$ cat src/rtl/wb_serial_master_if.sv
// Bundle of the UART byte streams, Wishbone initiator signals and busy flag for wb_serial_master.
// master = the bridge itself; slave = the environment (UART, interconnect) facing it.
interface wb_serial_master_if;
    logic [7:0]  i_rx_data;
    logic        i_rx_valid;
    logic        o_rx_ready;
    logic [7:0]  o_tx_data;
    logic        o_tx_valid;
    logic        i_tx_ready;
    logic [31:0] o_wb_adr;
    logic [31:0] o_wb_dat;
    logic [3:0]  o_wb_sel;
    logic        o_wb_we;
    logic        o_wb_cyc;
    logic        o_wb_stb;
    logic [31:0] i_wb_dat;
    logic        i_wb_ack;
    logic        i_wb_err;
    logic        o_busy;

    modport master (
        input  i_rx_data, i_rx_valid, i_tx_ready, i_wb_dat, i_wb_ack, i_wb_err,
        output o_rx_ready, o_tx_data, o_tx_valid, o_wb_adr, o_wb_dat, o_wb_sel,
               o_wb_we, o_wb_cyc, o_wb_stb, o_busy
    );

    modport slave (
        output i_rx_data, i_rx_valid, i_tx_ready, i_wb_dat, i_wb_ack, i_wb_err,
        input  o_rx_ready, o_tx_data, o_tx_valid, o_wb_adr, o_wb_dat, o_wb_sel,
               o_wb_we, o_wb_cyc, o_wb_stb, o_busy
    );
endinterface

$ cat src/rtl/wb_serial_master.sv
// UART byte-command to Wishbone initiator: 'W' addr[4] data[4] / 'R' addr[4], answers K/E(/T).
// Optional bus timeout enabled by defining WB_SERIAL_MASTER_TIMEOUT_EN.
module wb_serial_master #(
    parameter int unsigned TIMEOUT_CYCLES = 255
) (
    input  logic               i_clk,
    input  logic               i_reset,
    wb_serial_master_if.master bus
);
    localparam logic [7:0] CMD_W = 8'h57;
    localparam logic [7:0] CMD_R = 8'h52;
    localparam logic [7:0] RSP_K = 8'h4B;
    localparam logic [7:0] RSP_E = 8'h45;
    localparam logic [7:0] RSP_T = 8'h54;

    typedef enum logic [2:0] {S_IDLE, S_ADDR, S_DATA, S_BUS, S_RESP} state_e;

    state_e      state_q, state_d;
    logic        wr_q, wr_d;
    logic [1:0]  cnt_q, cnt_d;
    logic [31:0] adr_q, adr_d;
    logic [31:0] dat_q, dat_d;
    logic [7:0]  status_q, status_d;
    logic [2:0]  txi_q, txi_d;

    logic       rx_fire, tx_fire, bus_timeout;
    logic [2:0] last_idx;

    if (TIMEOUT_CYCLES == 0) begin : g_bad_cfg
        $error("wb_serial_master: TIMEOUT_CYCLES must be nonzero");
    end

    assign bus.o_rx_ready = ~i_reset & ((state_q == S_IDLE) | (state_q == S_ADDR) | (state_q == S_DATA));
    assign bus.o_tx_valid = (state_q == S_RESP);
    assign bus.o_tx_data  = (state_q != S_RESP) ? 8'h00 : (txi_q == 3'd0) ? status_q : dat_q[31:24];
    assign bus.o_wb_cyc   = (state_q == S_BUS);
    assign bus.o_wb_stb   = (state_q == S_BUS);
    assign bus.o_wb_we    = (state_q == S_BUS) & wr_q;
    assign bus.o_wb_adr   = {adr_q[31:2], 2'b00};
    assign bus.o_wb_dat   = dat_q;
    assign bus.o_wb_sel   = 4'hF;
    assign bus.o_busy     = (state_q != S_IDLE);

    assign rx_fire  = bus.i_rx_valid & bus.o_rx_ready;
    assign tx_fire  = bus.o_tx_valid & bus.i_tx_ready;
    // Only a successful read carries the four data bytes after the status byte.
    assign last_idx = (status_q == RSP_K && !wr_q) ? 3'd4 : 3'd0;

`ifdef WB_SERIAL_MASTER_TIMEOUT_EN
    logic [31:0] tmo_q, tmo_d;

    assign tmo_d       = (state_q == S_BUS) ? tmo_q + 32'd1 : 32'd0;
    assign bus_timeout = (state_q == S_BUS) && (tmo_d == TIMEOUT_CYCLES);

    always_ff @(posedge i_clk or posedge i_reset) begin
        if (i_reset) tmo_q <= 32'd0;
        else         tmo_q <= tmo_d;
    end
`else
    assign bus_timeout = 1'b0;
`endif

    always_ff @(posedge i_clk or posedge i_reset) begin
        if (i_reset) begin
            state_q  <= S_IDLE;
            wr_q     <= 1'b0;
            cnt_q    <= 2'd0;
            adr_q    <= 32'd0;
            dat_q    <= 32'd0;
            status_q <= 8'h00;
            txi_q    <= 3'd0;
        end else begin
            state_q  <= state_d;
            wr_q     <= wr_d;
            cnt_q    <= cnt_d;
            adr_q    <= adr_d;
            dat_q    <= dat_d;
            status_q <= status_d;
            txi_q    <= txi_d;
        end
    end

    always_comb begin
        state_d  = state_q;
        wr_d     = wr_q;
        cnt_d    = cnt_q;
        adr_d    = adr_q;
        dat_d    = dat_q;
        status_d = status_q;
        txi_d    = txi_q;
        case (state_q)
            S_IDLE: begin
                if (rx_fire && (bus.i_rx_data == CMD_W || bus.i_rx_data == CMD_R)) begin
                    wr_d    = (bus.i_rx_data == CMD_W);
                    cnt_d   = 2'd0;
                    state_d = S_ADDR;
                end
            end
            S_ADDR: begin
                if (rx_fire) begin
                    adr_d = {adr_q[23:0], bus.i_rx_data};
                    cnt_d = cnt_q + 2'd1;
                    if (cnt_q == 2'd3) state_d = wr_q ? S_DATA : S_BUS;
                end
            end
            S_DATA: begin
                if (rx_fire) begin
                    dat_d = {dat_q[23:0], bus.i_rx_data};
                    cnt_d = cnt_q + 2'd1;
                    if (cnt_q == 2'd3) state_d = S_BUS;
                end
            end
            S_BUS: begin
                txi_d = 3'd0;
                // err beats ack; a real bus response beats a coincident timeout.
                if (bus.i_wb_err) begin
                    status_d = RSP_E;
                    state_d  = S_RESP;
                end else if (bus.i_wb_ack) begin
                    status_d = RSP_K;
                    if (!wr_q) dat_d = bus.i_wb_dat;
                    state_d  = S_RESP;
                end else if (bus_timeout) begin
                    status_d = RSP_T;
                    state_d  = S_RESP;
                end
            end
            S_RESP: begin
                if (tx_fire) begin
                    if (txi_q == last_idx) begin
                        state_d = S_IDLE;
                    end else begin
                        txi_d = txi_q + 3'd1;
                        if (txi_q != 3'd0) dat_d = {dat_q[23:0], 8'h00};
                    end
                end
            end
            default: state_d = S_IDLE;
        endcase
    end
endmodule

$ cat src/flat_wrapper.sv
// flat-port wrapper written by rule: the top's interface ports become plain ports
module wb_serial_master_flat 
#(
    parameter int unsigned TIMEOUT_CYCLES = 255
)
  (i_clk, i_reset, bus_i_rx_data, bus_i_rx_valid, bus_i_tx_ready, bus_i_wb_dat, bus_i_wb_ack, bus_i_wb_err, bus_o_rx_ready, bus_o_tx_data, bus_o_tx_valid, bus_o_wb_adr, bus_o_wb_dat, bus_o_wb_sel, bus_o_wb_we, bus_o_wb_cyc, bus_o_wb_stb, bus_o_busy);
  wb_serial_master_if bus_i ();
  input  logic i_clk;
  input  logic i_reset;
  input wire logic [$bits(bus_i.i_rx_data)-1:0] bus_i_rx_data;
  input wire logic [$bits(bus_i.i_rx_valid)-1:0] bus_i_rx_valid;
  input wire logic [$bits(bus_i.i_tx_ready)-1:0] bus_i_tx_ready;
  input wire logic [$bits(bus_i.i_wb_dat)-1:0] bus_i_wb_dat;
  input wire logic [$bits(bus_i.i_wb_ack)-1:0] bus_i_wb_ack;
  input wire logic [$bits(bus_i.i_wb_err)-1:0] bus_i_wb_err;
  output wire logic [$bits(bus_i.o_rx_ready)-1:0] bus_o_rx_ready;
  output wire logic [$bits(bus_i.o_tx_data)-1:0] bus_o_tx_data;
  output wire logic [$bits(bus_i.o_tx_valid)-1:0] bus_o_tx_valid;
  output wire logic [$bits(bus_i.o_wb_adr)-1:0] bus_o_wb_adr;
  output wire logic [$bits(bus_i.o_wb_dat)-1:0] bus_o_wb_dat;
  output wire logic [$bits(bus_i.o_wb_sel)-1:0] bus_o_wb_sel;
  output wire logic [$bits(bus_i.o_wb_we)-1:0] bus_o_wb_we;
  output wire logic [$bits(bus_i.o_wb_cyc)-1:0] bus_o_wb_cyc;
  output wire logic [$bits(bus_i.o_wb_stb)-1:0] bus_o_wb_stb;
  output wire logic [$bits(bus_i.o_busy)-1:0] bus_o_busy;
  assign bus_i.i_rx_data = bus_i_rx_data;
  assign bus_i.i_rx_valid = bus_i_rx_valid;
  assign bus_i.i_tx_ready = bus_i_tx_ready;
  assign bus_i.i_wb_dat = bus_i_wb_dat;
  assign bus_i.i_wb_ack = bus_i_wb_ack;
  assign bus_i.i_wb_err = bus_i_wb_err;
  assign bus_o_rx_ready = bus_i.o_rx_ready;
  assign bus_o_tx_data = bus_i.o_tx_data;
  assign bus_o_tx_valid = bus_i.o_tx_valid;
  assign bus_o_wb_adr = bus_i.o_wb_adr;
  assign bus_o_wb_dat = bus_i.o_wb_dat;
  assign bus_o_wb_sel = bus_i.o_wb_sel;
  assign bus_o_wb_we = bus_i.o_wb_we;
  assign bus_o_wb_cyc = bus_i.o_wb_cyc;
  assign bus_o_wb_stb = bus_i.o_wb_stb;
  assign bus_o_busy = bus_i.o_busy;
  wb_serial_master #(.TIMEOUT_CYCLES(TIMEOUT_CYCLES)) u_core (.i_clk(i_clk), .i_reset(i_reset), .bus(bus_i));
endmodule
$ cat config.mk
export PLATFORM = sky130hd
export DESIGN_NAME = wb_serial_master_flat
export DESIGN_NICKNAME = d
export VERILOG_FILES = /design/src/rtl/wb_serial_master_if.sv /design/src/rtl/wb_serial_master.sv /design/src/flat_wrapper.sv
export SDC_FILE = /design/constraint.sdc
export NUM_CORES = 1
export LEC_CHECK = 0
export CORE_MARGIN = 8
export CORE_UTILIZATION = 34
export CTS_BUF_LIST = sky130_fd_sc_hd__clkbuf_2 sky130_fd_sc_hd__clkbuf_4 sky130_fd_sc_hd__clkbuf_8
export CTS_CLUSTER_DIAMETER = 200
export DETAILED_ROUTE_END_ITERATION = 12
export HOLD_SLACK_MARGIN = 0.08
export SYNTH_ARGS = -nofsm -noshare
export SYNTH_HDL_FRONTEND = slang
export SYNTH_SLANG_ARGS = --single-unit
$ cat constraint.sdc
create_clock -name i_clk -period 6.61 [get_ports i_clk]
set_clock_uncertainty 0.2 [all_clocks]
set_input_delay 1.322 -clock i_clk [delete_from_list [all_inputs] [get_ports i_clk]]
set_output_delay 1.322 -clock i_clk [all_outputs]
set_load 0.01 [all_outputs]
# After elaboration in Yosys (flattened, before gate mapping)
# Index checks and enable logic that the tools add are counted.
[totals] input_bits=46 word_cells=90 output_inout_bits=82 ff_bits=81
[classes] n_addsub=2 reduce_logical=20 n_mux=30 bitwise_logic=7 n_eq_ne=24
[ops] operator="two-way mux 32 bit" count=7
[ops] operator="case mux 32 bit (3 select lines)" count=1
[ops] operator="two-way mux 3 bit" count=12
[ops] operator="two-way mux 8 bit" count=4
[ops] operator="equality test 8 x 7 -> 1 bit, second input constant" count=3
[ops] operator="inequality test 2 bit, second input constant" count=10
[ops] operator="AND reduction 8 bit" count=2
[ops] operator="case mux 3 bit (5 select lines)" count=1
[ops] operator="nonzero test 3 bit" count=3
[ops] operator="equality test 3 x 2 -> 1 bit, second input constant" count=2
[ops] operator="zero test 3 bit" count=2
[ops] operator="inequality test 2 x 1 -> 1 bit, second input constant" count=3
[ops] operator="inequality test 3 bit, second input constant" count=2
[ops] operator="case mux 3 bit (2 select lines)" count=1
[ops] operator="AND reduction 2 bit" count=3
[ops] operator="AND reduction 3 bit" count=2
[ops] operator="nonzero test 2 bit" count=3
[ops] operator="bitwise AND 1 bit" count=4
[ops] operator="two-way mux 2 bit" count=2
[ops] operator="case mux 2 bit (2 select lines)" count=1
[ops] operator="adder 3 x 1 -> 3 bit, second input constant" count=1
[ops] operator="equality test 3 x 1 -> 1 bit, second input constant" count=1
[ops] operator="equality test 3 bit" count=1
[ops] operator="equality test 3 bit, second input constant" count=1
[ops] operator="other kinds (9)" count=11

# Logic depth before layout (Yosys ltp)
[depth] ltp_word=8 ltp_mapped=9 depth_no_buf=7

# Least setup slack after synthesis
# Ideal clock, no wire load.
[synth_path] path_kind="input to output" from="input i_reset" to="output bus_o_rx_ready" setup_slack_ns=1.772 path_stages=2 required_ns=5.088 arrival_ns=3.316 path_buffers=0 cell_sequence="inv_1 > and3_1"
[synth_via] elab_chain_len=2
[synth_lines] element="start: declaration" line_no="flat_wrapper.sv:9" text="input logic i_reset;"
[synth_lines] element="NOT 1 bit" line_no="wb_serial_master.sv:33" text="assign bus.o_rx_ready = ~i_reset & ((state_q == S_IDLE) | (state_q == S_ADDR) | (state_q == S_DATA));"
[synth_lines] element="bitwise AND 1 bit" line_no="wb_serial_master.sv:33"
[synth_lines] element="end: declaration" line_no="flat_wrapper.sv:16" text="output wire logic [$bits(bus_i.o_rx_ready)-1:0] bus_o_rx_ready;"
# Every way passes these cells.

# Final worst setup path
[layout_path] from="register u_core.state_q[1]" to="output bus_o_wb_we"
[layout_via] elab_chain_len=2
[layout_lines] element="start: declaration" line_no="wb_serial_master.sv:18" text="state_e state_q, state_d;"
[layout_lines] element="start signal: assignment" line_no="wb_serial_master.sv:73" text="state_q <= state_d;"
[layout_lines] element="equality test 3 x 2 -> 1 bit" line_no="wb_serial_master.sv:38" text="assign bus.o_wb_we = (state_q == S_BUS) & wr_q;"
[layout_lines] element="bitwise AND 1 bit" line_no="wb_serial_master.sv:38"
[layout_lines] element="end: declaration" line_no="flat_wrapper.sv:22" text="output wire logic [$bits(bus_i.o_wb_we)-1:0] bus_o_wb_we;"
# Every way passes these cells.

==> metrics <==
status complete, no violations; post-layout util between 40% and 50%; DIE WIDTH around 130 um; period utilization between 60% and 70%; H-tree levels 3; maxcap violations 0; first-pass GRT wire length about 18 mm; DRT iter0 DRCs just over 90; Final nets around 500; IO Port Bufs approximately 120; RSZ-0062 raised after global routing no; initial antenna violation count 0; CTS tree done; worst min-delay path class reg2reg; Pre-antenna DRT Iters 4; Slew Limit Headroom 35.0%; CP endpoint kind output pin; FMAX ~220 MHz; CP Max Fanout 43; area of the multi-input gates ~0.0018 mm2; critical path launch point type flip-flop; Ports around 130; final setup vio count 0; Critical Path RT 5.09 ns; Initial Util around 34%; Syn Area/Cell 11.0 um2; top_reg_cell synth dfrtp_1; most frequent cells in the layout clkdlybuf4s50_1 (121), nand2_1 (93), dfrtp_1 (76), mux2_2 (34), mux2_4 (31); Syn-to-layout area delta 30.0%; leakage power roughly 2.5 nW; Clock Path Buffers 2; # hold bufs at CTS 0; Inserted Clock Buffers 9; clock network latency to the later pin of the worst-skew pair roughly 0.35 ns; fin crit period between 4 and 5 ns; number of synthesized flops with an enable pin 0; clk slew on worst S/H paths about 0.09 ns; VDD IR max 159 uV; via/cell ratio 4.80; DRC 0; largest net degree at the start of global routing between 70 and 80; PwrDens 271 mW/mm2; Placed Instances 593; # clock sinks 76; synth warn 0; Reg2Reg Setup Slack roughly 3.5 ns; Sum Neg Setup Slack 0 ns; die extent in y around 130 um; Max Slew Vio Count 0; share of layout cells above drive strength 1 roughly a fifth; fillcell total about 1200; post-synth cell types between 40 and 50; Synth Cell Area between 0.004 and 0.005 mm2; Seq/Total Area, Yosys between 40% and 50%; Mapped Cells 370; Std-Cell Rows 40; Slew @ Worst Pin approximately 0.98 ns; fin area 0.00530 mm2; vias a little under 3000; routability cong. ~0.84; FF+latch area ~0.0019 mm2; vias in the first global route approximately 3200; commonest non-fill, non-tap cell in the layout clkdlybuf4s50_1; Tot Pwr ~1.4 mW; post-route ant nets 0; die area about 0.016 mm2; wire length per cell between 15 and 20 um; grt total ovfl 0; final WL between 10 and 15 mm; Async SR Flop Fraction between 90% and 100%; Placeable Area 0.0119 mm2; CP Data Arrival Time 2.99 ns; GRT Util Overall between 10% and 20%; Resize count post-CTS 0; ant diodes 0; post-CTS setup buffers 0; #FFs+latches synth 76; Root Driver clkbuf_8; fin cells around 610; post-placement cell area between 0.005 and 0.006 mm2; critical path class reg2out; dpl hpwl 7.90 mm; Final Hold Fails 0
[worst max-delay path: stages (launching register included)]
cell and delay (ns):
dfrtp_1 0.56, nand3_2 0.54, inv_2 0.79, and2_1 0.22, clkdlybuf4s50_1 0.54
[power by group]
group	switching [mW]	internal (mW)
registers	0.0755	0.570
clock network	0.186	0.149
logic	0.170	0.288
total	0.432	1.01
[cells by family (layout without fill, tap and decap cells)]
logic type | count (synthesis) | count (layout) | share of synthesized area (%)
buf+inv | 59 | 147 | 10.3
flops | 76 | 76 | 46.6
other cells | 2 | 6 | 0.184
mux | 67 | 67 | 21.4
simple gates | 125 | 125 | 13.6
fa+ha+maj | 3 | 3 | 0.921
xor+xnor | 2 | 2 | 0.430
compound gates | 36 | 36 | 6.60
[cell usage after synthesis, types with 3 or more instances]
master	count	area, um2
nand3_1	3	15.0
ha_1	3	37.5
buf_4	38	285
nand2_1	93	349
mux2_2	34	383
mux2_4	31	465
inv_1	4	15.0
inv_2	3	11.3
buf_12	3	60.1
and3_1	4	25.0
a21oi_1	11	55.1
nor2_1	8	30.0
clkbuf_1	6	22.5
a22o_1	9	78.8
nor3b_1	3	22.5
dfrtp_1	76	1900
buf_2	5	25.0
[worst paths after layout]
kind	start	cells past startpoint	end
max	u_core.state_q[1]	4	bus_o_wb_we
min	u_core.adr_q[1]	1	u_core.adr_q[9]
max reg2reg	u_core.state_q[1]	5	u_core.bus.o_wb_dat[7]
min reg2reg	u_core.adr_q[1]	1	u_core.adr_q[9]
max in group asynchronous	i_reset	3	u_core.bus.o_wb_dat[15]
min in group asynchronous	i_reset	3	u_core.wr_q
[routing by layer]
layer / global-route usage [%] / vias to the layer above / wire length [um]
li1: - / 1393 / -
met3: 5.44 / 12 / 769
met5: 0 / - / 0
met1: 17.3 / 1424 / 4670
met4: 4.66 / 0 / 207
met2: 22.0 / 92 / 4980
[metrics by stage]
| step | hold slack [ns] | setup WS [ns] |
|---|---|---|
| 3_5_place_dp | 0.297 | 2.42 |
| 2_1_floorplan | 0.258 | 1.77 |
| 5_1_grt | 0.328 | 1.74 |
| 6_report | 0.312 | 2.10 |
| 3_3_place_gp | 0.283 | 2.49 |
| 4_1_cts | 0.318 | 2.02 |
[area by class of cell]
class,count,area share (%)
Clock inverter,6,0.873
Tap cell,147,3.47
Sequential cell,76,35.9
Timing Repair Buffer,124,23.3
Multi-Input combinational cell,239,33.4
Inverter,7,0.519
Clock buffer,10,2.60
[flip-flops by register name, summed over array words and instances (netlist names)]
register             cells
u_core.adr_q            32
u_core.bus.o_wb_dat     32
u_core.state_q           3
u_core.status_q          3
u_core.txi_q             3
u_core.cnt_q             2
u_core.wr_q              1
(Power assumes the default switching activity.)
==> variant (same settings) <==
`adr_q` and `dat_q` no longer have a reset.
--- a/src/rtl/wb_serial_master.sv
+++ b/src/rtl/wb_serial_master.sv
@@ -66,6 +66,4 @@
             wr_q     <= 1'b0;
             cnt_q    <= 2'd0;
-            adr_q    <= 32'd0;
-            dat_q    <= 32'd0;
             status_q <= 8'h00;
             txi_q    <= 3'd0;
@@ -74,9 +72,12 @@
             wr_q     <= wr_d;
             cnt_q    <= cnt_d;
-            adr_q    <= adr_d;
-            dat_q    <= dat_d;
             status_q <= status_d;
             txi_q    <= txi_d;
         end
+    end
+
+    always_ff @(posedge i_clk) begin
+        adr_q <= adr_d;
+        dat_q <= dat_d;
     end
 
Formal check against the unedited RTL: differs if i_reset is asserted again (counterexample within 4 cycles, from zero or initial values and one cycle with i_reset high); with i_reset held inactive, the same outputs for 10 cycles.
==> variant against the original RTL <==
- die area shrank 13%
- non-clock buffer count did not move
- global-route usage fell by 2.4 points
- wire length decreased by 24%
- maximum frequency grew 1.9%
- power increased by 5.4%
- synthesized cell count fell by 33%
- cell area down 9.9%
- sequential cell count unchanged
- setup slack gained 0.084 ns
- synthesized area shrank 14%
==> variant: results (changes against the original RTL) <==
{| class="wikitable"
! Metric !! Value
|-
| Fin nets || 389 (was 506)
|-
| Worst voltage drop across the vdd grid || 0.000109 V (was 0.000159 V)
|-
| Met2 Use GR || 0.184 (was 0.220)
|-
| Met3 wire length || 586 um (was 769 um)
|-
| Cells taking the most area after synthesis || sky130_fd_sc_hd__edfxtp_1, sky130_fd_sc_hd__dfrtp_1, sky130_fd_sc_hd__mux2_2, sky130_fd_sc_hd__buf_4, sky130_fd_sc_hd__a22o_1 (was sky130_fd_sc_hd__dfrtp_1, sky130_fd_sc_hd__mux2_4, sky130_fd_sc_hd__mux2_2, sky130_fd_sc_hd__nand2_1, sky130_fd_sc_hd__buf_4)
|-
| Primary flip-flop cell chosen by synthesis mapping || sky130_fd_sc_hd__edfxtp_1 (was sky130_fd_sc_hd__dfrtp_1)
|-
| Routed wire length per instance || 16.9 um (was 17.4 um)
|-
| Maximum number of pins on one net before global-route repair || 36 (was 77)
|-
| Slowest cell on the critical path || sky130_fd_sc_hd__clkdlybuf4s50_1 (was sky130_fd_sc_hd__inv_2)
|-
| Share of cell area taken by muxes after synthesis || 0.0863 (was 0.214)
|-
| CP Data Arrival Time || 2.91 ns (was 2.99 ns)
|-
| Worst max-slew margin expressed relative to the limit || 0.597 (was 0.350)
|-
| Share of the yosys chip area belonging to registers || 0.636 (was 0.466)
|-
| HPWL after detailed placement || 6180 um (was 7900 um)
|-
| Stage delay of the slowest cell on the critical path || 0.53 ns (was 0.79 ns)
|-
| Outcome || complete, no violations (unchanged)
|-
| Number of synthesized flops with an enable pin || 64 (was 0)
|-
| Count of different cell masters after synthesis || 42 (was 44)
|-
| Commonest cells post-synth || sky130_fd_sc_hd__edfxtp_1, sky130_fd_sc_hd__buf_4, sky130_fd_sc_hd__mux2_2, sky130_fd_sc_hd__nand2_1, sky130_fd_sc_hd__dfrtp_1 (was sky130_fd_sc_hd__nand2_1, sky130_fd_sc_hd__dfrtp_1, sky130_fd_sc_hd__buf_4, sky130_fd_sc_hd__mux2_2, sky130_fd_sc_hd__mux2_4)
|-
| Fraction of the mapped netlist area in compound gates || 0.0619 (was 0.0660)
|-
| Global-route usage over all layers || 0.117 (was 0.140)
|-
| Met1 wire length || 3660 um (was 4670 um)
|-
| Synthesized-area fraction occupied by adder cells || 0.0140 (was 0.00921)
|-
| 1st-iter DRT viols || 81 (was 91)
|-
| Proportion of layout cells with a drive suffix above 1 || 0.171 (was 0.201)
|-
| Final weighted congestion in routability-driven placement || 0.743 (was 0.842)
|-
| Worst Path Max Fanout || 13 (was 43)
|}
[variant: power breakdown]
group | internal (mW) | switching, mW | total, mW
Sequential | 0.661 | 0.0660 | 0.727
Combinational | 0.240 | 0.211 | 0.452
Clock | 0.145 | 0.192 | 0.338
[variant: final timing paths]
kind                                  from                       to  slack, ns  depth (start not counted)
min in group asynchronous          i_reset          u_core.cnt_q[0]       1.18                          2
max reg2reg                u_core.txi_q[0]  u_core.bus.o_wb_dat[29]       4.13                          7
max                                i_reset           bus_o_rx_ready       2.18                          4
min reg2reg                u_core.adr_q[0]          u_core.adr_q[8]       0.23                          0
max in group asynchronous          i_reset       u_core.status_q[3]       4.70                          2
min                        u_core.adr_q[0]          u_core.adr_q[8]       0.23                          0
[variant: area by class of cell]
| type | count | area (um^2) | area share |
|---|---|---|---|
| Clock buffer | 9 | 124 | 0.0259 |
| Clock inverter | 7 | 63.8 | 0.0134 |
| Inverter | 6 | 22.5 | 0.00471 |
| Multi-Input combinational cell | 123 | 943 | 0.197 |
| Sequential cell | 76 | 2220 | 0.465 |
| Tap cell | 136 | 170 | 0.0356 |
| Timing Repair Buffer | 124 | 1230 | 0.258 |
[variant: metrics by stage]
step | instance area, um^2 | total power [mW] | hold WS (ns) | instances | worst slack [ns]
CTS | 4780 | 1.54 | 0.230 | 481 | 2.12
floorplan | 3510 | 1.03 | 0.200 | 251 | 1.94
detailed placement | 4590 | 1.20 | 0.208 | 465 | 2.13
global placement | 4590 | 1.19 | 0.206 | 465 | 2.14
finish | 4780 | 1.52 | 0.232 | 481 | 2.18
global route | 4780 | 1.60 | 0.236 | 481 | 2.03
[variant: critical path: cells and delay by family]
| family | cells | cell delay (ns) |
|---|---|---|
| buffers and inverters | 3 | 1.38 |
| and+or+nand+nor | 1 | 0.20 |
